[config.mk]
export PLATFORM = sky130hd
export DESIGN_NAME = alu_result_fifo
export DESIGN_NICKNAME = d
export VERILOG_FILES = /design/src/rtl/alu_result_fifo.sv
export SDC_FILE = /design/constraint.sdc
export NUM_CORES = 1
export LEC_CHECK = 0
export BUFFER_PORTS_ARGS = -buffer_cell sky130_fd_sc_hd__buf_2
export CAP_MARGIN = 10
export CORE_MARGIN = 4
export CORE_UTILIZATION = 52
export CTS_BUF_LIST = sky130_fd_sc_hd__clkbuf_16
export CTS_CLUSTER_SIZE = 40
export DETAILED_ROUTE_END_ITERATION = 8
export PLACE_DENSITY_LB_ADDON = 0.08
export RECOVER_POWER = 50
export SETUP_SLACK_MARGIN = 0.1
export SYNTH_ARGS = -nofsm -noshare
export SYNTH_HDL_FRONTEND = slang
export SYNTH_SLANG_ARGS = --single-unit
[constraint.sdc]
create_clock -name clk -period 2.7 [get_ports clk]
set_clock_uncertainty 0.2 [all_clocks]
set_input_delay 0.27 -clock clk [delete_from_list [all_inputs] [get_ports clk]]
set_output_delay 0.27 -clock clk [all_outputs]
set_load 0.03 [all_outputs]
[src/rtl/alu_result_fifo.sv]
// Four-entry result FIFO between an ALU and its consumer, with a sticky illegal-opcode flag.
// Define ALU_FIFO_BYPASS_EN to let an empty FIFO pass an entry straight through in the same cycle.
module alu_result_fifo (
    input  logic        clk,
    input  logic        rst,
    input  logic        in_valid,
    output logic        in_ready,
    input  logic [15:0] in_result,
    input  logic        in_carry,
    input  logic [1:0]  in_sel,
    output logic        out_valid,
    input  logic        out_ready,
    output logic [15:0] out_result,
    output logic        out_carry,
    output logic [1:0]  out_op,
    output logic        out_zero,
    output logic [2:0]  count,
    output logic        illegal_op
);

    localparam logic [1:0] SelIllegal = 2'b11;

    // Entry layout: {op[1:0], carry, zero, result[15:0]}
    logic [19:0] mem_q [4];
    logic [1:0]  wr_ptr_q, wr_ptr_d;
    logic [1:0]  rd_ptr_q, rd_ptr_d;
    logic [2:0]  count_q, count_d;
    logic        illegal_q, illegal_d;
    logic [19:0] hold_q, hold_d;

    logic [19:0] in_entry;
    logic [19:0] head;
    logic        in_legal;
    logic        push;
    logic        pop;
    logic        bypass;

    assign in_legal = (in_sel != SelIllegal);
    assign in_entry = {in_sel, in_carry, (in_result == 16'h0000), in_result};

    always_comb begin
        in_ready  = (count_q != 3'd4);
        out_valid = (count_q != 3'd0);
        head      = out_valid ? mem_q[rd_ptr_q] : hold_q;
        bypass    = 1'b0;
`ifdef ALU_FIFO_BYPASS_EN
        if (count_q == 3'd0) begin
            out_valid = in_valid && in_legal;
            head      = in_entry;
            bypass    = out_valid && out_ready;
        end
`endif
        pop  = out_valid && out_ready && (count_q != 3'd0);
        push = in_valid && in_ready && in_legal && !bypass;

        wr_ptr_d  = push ? wr_ptr_q + 2'd1 : wr_ptr_q;
        rd_ptr_d  = pop ? rd_ptr_q + 2'd1 : rd_ptr_q;
        count_d   = count_q + 3'(push) - 3'(pop);
        illegal_d = illegal_q || (in_valid && in_ready && !in_legal);
        // Remember the last head shown so an emptied FIFO keeps driving it rather than stale RAM.
        hold_d    = (count_q != 3'd0) ? mem_q[rd_ptr_q] : hold_q;
    end

    always_ff @(posedge clk or posedge rst) begin
        if (rst) begin
            wr_ptr_q  <= 2'd0;
            rd_ptr_q  <= 2'd0;
            count_q   <= 3'd0;
            illegal_q <= 1'b0;
            hold_q    <= 20'd0;
        end else begin
            wr_ptr_q  <= wr_ptr_d;
            rd_ptr_q  <= rd_ptr_d;
            count_q   <= count_d;
            illegal_q <= illegal_d;
            hold_q    <= hold_d;
        end
    end

    // Storage is only read while count is non-zero, so it needs no reset.
    always_ff @(posedge clk) begin
        if (push) begin
            mem_q[wr_ptr_q] <= in_entry;
        end
    end

    assign out_op     = head[19:18];
    assign out_carry  = head[17];
    assign out_zero   = head[16];
    assign out_result = head[15:0];
    assign count      = count_q;
    assign illegal_op = illegal_q;

endmodule
After elaboration in Yosys (flattened, before gate mapping) --
Memories as Yosys holds them, arrays and structs flattened. Index checks and enable logic that the tools add are counted. Widths: inputs -> output; s select.
Operators by class: add/subtract/negate cells 4, reduce and logical (&&, ||, !) cells 9, mux-type cells 3, eq/ne operators 2
Operators by type and width (number):
- $mux 20 | 1
- $logic_not 16->1 | 1
- $logic_and 1x1->1 | 5
- $add 2x1->2 const B | 2
- $add 3x1->3 | 1
- $ne 3x3->1 const B | 1
- $reduce_bool 3->1 | 1
- $sub 3x1->3 | 1
- $mux 1 | 2
- $ne 2x2->1 const B | 1
- $logic_not 1->1 | 1
- $logic_or 1x1->1 | 1
Storage, ports and cells: memories kept 1, bits in writable memories 80, word-level logic and storage cells 24, output and inout port bits 26, input bits 23, register bits 28
Memory list:
- mem_q | words 4, bits a word 20, rd ports 1, clocked after Yosys merged registers in 0, wr ports 1, line 24 | logic [19:0] mem_q [4];

Depth between registers and ports, before layout --
word-level depth 5, mapped depth 11, gate-level depth less buffers 10

Worst setup path before layout --
Ideal clock, no wire load.
path kind register -> register, from register count_q[1], in the netlist count[1], to register count_q[2], in the netlist count[2], setup slack -0.204 ns, data arrival time 2.568 ns, path buffers 1, clock period less this slack 2.904 ns, setup time 0.137 ns, stages on the path, launching flop included 12, required time 2.363 ns, cells stage by stage dfrtp_1 > or3b_1 > and3_1 > buf_6 > inv_1 > ha_1 > inv_1 > ha_1 > inv_1 > fa_1 > xnor2_1 > xnor2_1
Between the ends: longest elaborated chain between the ends 5, elaborated cells between the ends (all ways) 8, those cells by class add/sub (2); eq/ne (1); reduce/logical (5)
RTL lines:
- start, declared | line 27 | logic [2:0] count_q, count_d;
- start signal, assigned | line 74 | count_q <= count_d;
- $ne 3x3->1 | line 42 | in_ready = (count_q != 3'd4);
- named net in_ready | line 7 | output logic in_ready,
- $logic_and 1x1->1 (2 in series) | line 54 | push = in_valid && in_ready && in_legal && !bypass;
- $add 3x1->3 | line 58 | count_d = count_q + 3'(push) - 3'(pop);
- $sub 3x1->3 | line 58
- named net count_d[2] | line 27
The timed path passes the listed nets, and every way through them passes these cells. A chain may end at the register's enable or synchronous reset.

Final worst setup path --
from register count_q[1], in the netlist count[1], to register count_q[2], in the netlist count[2]
Between the ends: elaborated cells between the ends (all ways) 8, those cells by class add/sub (2); eq/ne (1); reduce/logical (5)
RTL lines:
- $reduce_bool 3->1 * | line 43, 53
- $logic_and 1x1->1 | line 53 | pop = out_valid && out_ready && (count_q != 3'd0);
- $logic_and 1x1->1 * | line 53
- named net pop | line 35 | logic pop;
- $sub 3x1->3 * | line 58
- named net count_d[2] | line 27
The timed path passes the listed nets; every way through them passes the cells marked *.

==> reports/metrics.cfg <==
[global_routing]
grt-ovfl-total = 0
grt_first_pass_wirelength_um = 11700
antenna_found_initial = 0
grt_max_degree = 23
grt_usage_pct = 16.2
grt_pass1_vias = 2172

[logic_synthesis]
synth.distinct_cells = 23
syn_area_um2 = 4130
avgSynthCellArea_um2 = 21.5
ys_ff_latch = 108
synth_area_leader_cell = edfxtp_1
synthCells = 192
yosysWarnings = 0
ys_seq_area_share_pct = 75.2
synth_top_cell_area_share_pct = 58.2
synth.area.top_cells = edfxtp_1, dfrtp_1, mux4_2, mux2_2, ha_1
syn_nets = 222

[clock_network]
clkSinkCount = 108
numCtsBuffers = 9
cts_tree = built
worstSkewPairLatency_ns = 0.34
cts.htree.levels = 3
clk_pin_slew_worst_paths_ns = 0.07
cts_buffer_depth = 2
cts_root_buf = clkbuf_16
cts_resized = 0

[final_layout]
drive_gt1_share_pct = 32.1
nFillCells = 545
multi_input_area_um2 = 938
regArea_um2 = 3110
layout_common_cells = edfxtp_1, dfrtp_1, buf_2
final_util_pct = 64.9
area_delta_synth_final_pct = 21.5
final_common_cell = edfxtp_1
fin_nets = 299
diodes = 0

[sta]
setup_tns_ns = 0
setup_viol = 0
max_clock_freq_ghz = 0.404
hold_viol = 0
slew_violations = 0
relSlewSlack_pct = 30.0
period_minus_slack_ns = 2.48
rsz0062_at_grt = false
fin_crit_sh_pct = 91.7
tightest_slew_ns = 1.05

[detailed_routing]
vias = 1966
drc = 0
drtPass1Iterations = 4
viasPerCell = 5.23
antenna_left = 0
wl_um = 6980
drtIter0Drc = 71
wl_per_cell_um = 18.6

[placement]
io_buffer_count = 48
hpwl_um = 4230
gp_congestion = 0.682

[worst_setup_path]
cp-start-kind = flip-flop
path_class = flip-flop to flip-flop
crit_path_end_kind = flip-flop
critPathRequiredTime_ns = 2.76
cp_max_fo = 5
arrival_ns = 2.54

[die]
io_pins = 49
die_height_um = 97.1
dieArea_um2 = 9420
core_um2 = 7730
start_util_pct = 53.4
num_rows = 32
die_x_um = 97.1

[run]
cap_violations = 0

[outcome]
status = complete, no violations

[pwr]
p_leak_nw = 1.80
ir_worst_vdd_mv = 0.553
power.density_nw_per_um2 = 1200

[min_path]
hold_class = primary input to flip-flop

[state kept, by name, indices dropped and copies added (netlist names)]
signal,count
mem_q,80
hold_q,20
count,3
rd_ptr_q,2
wr_ptr_q,2
illegal_op,1
[Yosys cell counts, drive strengths merged]
cell type  instances
edfxtp            80
mux2              21
and4               1
a41o               1
buf                6
or3                1
nand2              1
xnor2              4
fa                 1
nand3              1
clkbuf             2
or3b               1
and2               5
ha                 6
mux4              20
dfrtp             28
and3               1
inv                7
xor2               1
nor4               4
[repair_timing]
item | in CTS | in global routing
hold buffers | 21 | 0
endpoints found under the hold margin | 96 | 0
setup endpoints to repair | 0 | 1
setup buffers | 0 | 1
[cell families after synthesis]
logic type | Yosys count | synth area share [%]
xor+xnor | 5 | 1.06
simple gates | 15 | 2.31
buf+inv | 15 | 2.12
flops | 108 | 75.2
mux | 41 | 16.7
fa+ha+maj | 7 | 2.31
compound gates | 1 | 0.243
[worst max-delay path, stage by stage (launching register included)]
cell	delay, ns
dfrtp_2	0.44
or3_1	0.41
and2_0	0.20
ha_1	0.27
inv_1	0.06
ha_1	0.13
inv_1	0.05
fa_2	0.33
xnor2_1	0.19
xnor2_1	0.13
[report_power, final]
group          leakage [nW]  switching [mW]  internal [mW]  total, mW
combinational         0.581            1.29          0.872       2.17
clock                 0.168           0.577          0.913       1.49
sequential             1.05           0.121           2.22       2.34
total                  1.80            1.99           4.01       6.00
[layout make-up]
class	instances	area share, %
flip-flops and latches	108	62.0
multi-input cells	69	18.7
repair buffers	74	9.34
clock buffers	9	4.49
well taps	102	2.55
clock inverters	7	2.40
inverters	7	0.524
[routing by layer]
layer,vias to the layer above,track usage (%),wire length (um)
met5,-,0,0
met4,0,3.89,39
met3,4,5.10,316
met2,44,25.9,3580
met1,1013,22.1,3050
li1,905,-,-
[through the flow]
step	instance area (um^2)	setup WS (ns)	total power, mW	hold WS [ns]	std cells
6_report	5010	0.223	6.00	0.0269	376
4_1_cts	5040	0.216	6.12	0.0166	375
3_3_place_gp	4490	0.273	4.56	0.255	338
3_5_place_dp	4490	0.222	4.59	0.253	338
2_1_floorplan	4140	0.0671	4.04	0.135	192
5_1_grt	5010	0.0869	6.34	0.0207	376
[final timing paths]
| check | from | end | slack, ns | depth (start not counted) |
|---|---|---|---|---|
| max in group asynchronous | rst | hold_q[2]$_DFF_PP0_ | 0.85 | 4 |
| worst min register to register | illegal_op$_DFF_PP0_ | illegal_op$_DFF_PP0_ | 0.27 | 1 |
| min in group asynchronous | rst | hold_q[15]$_DFF_PP0_ | 0.46 | 3 |
| worst max register to register | count[1]$_DFF_PP0_ | count[2]$_DFF_PP0_ | 0.22 | 9 |
| worst max-delay path | count[1]$_DFF_PP0_ | count[2]$_DFF_PP0_ | 0.22 | 9 |
| worst min-delay path | out_ready | rd_ptr_q[1]$_DFFE_PP0P_ | 0.03 | 3 |
Note: power is estimated with default switching activity, not from simulation.
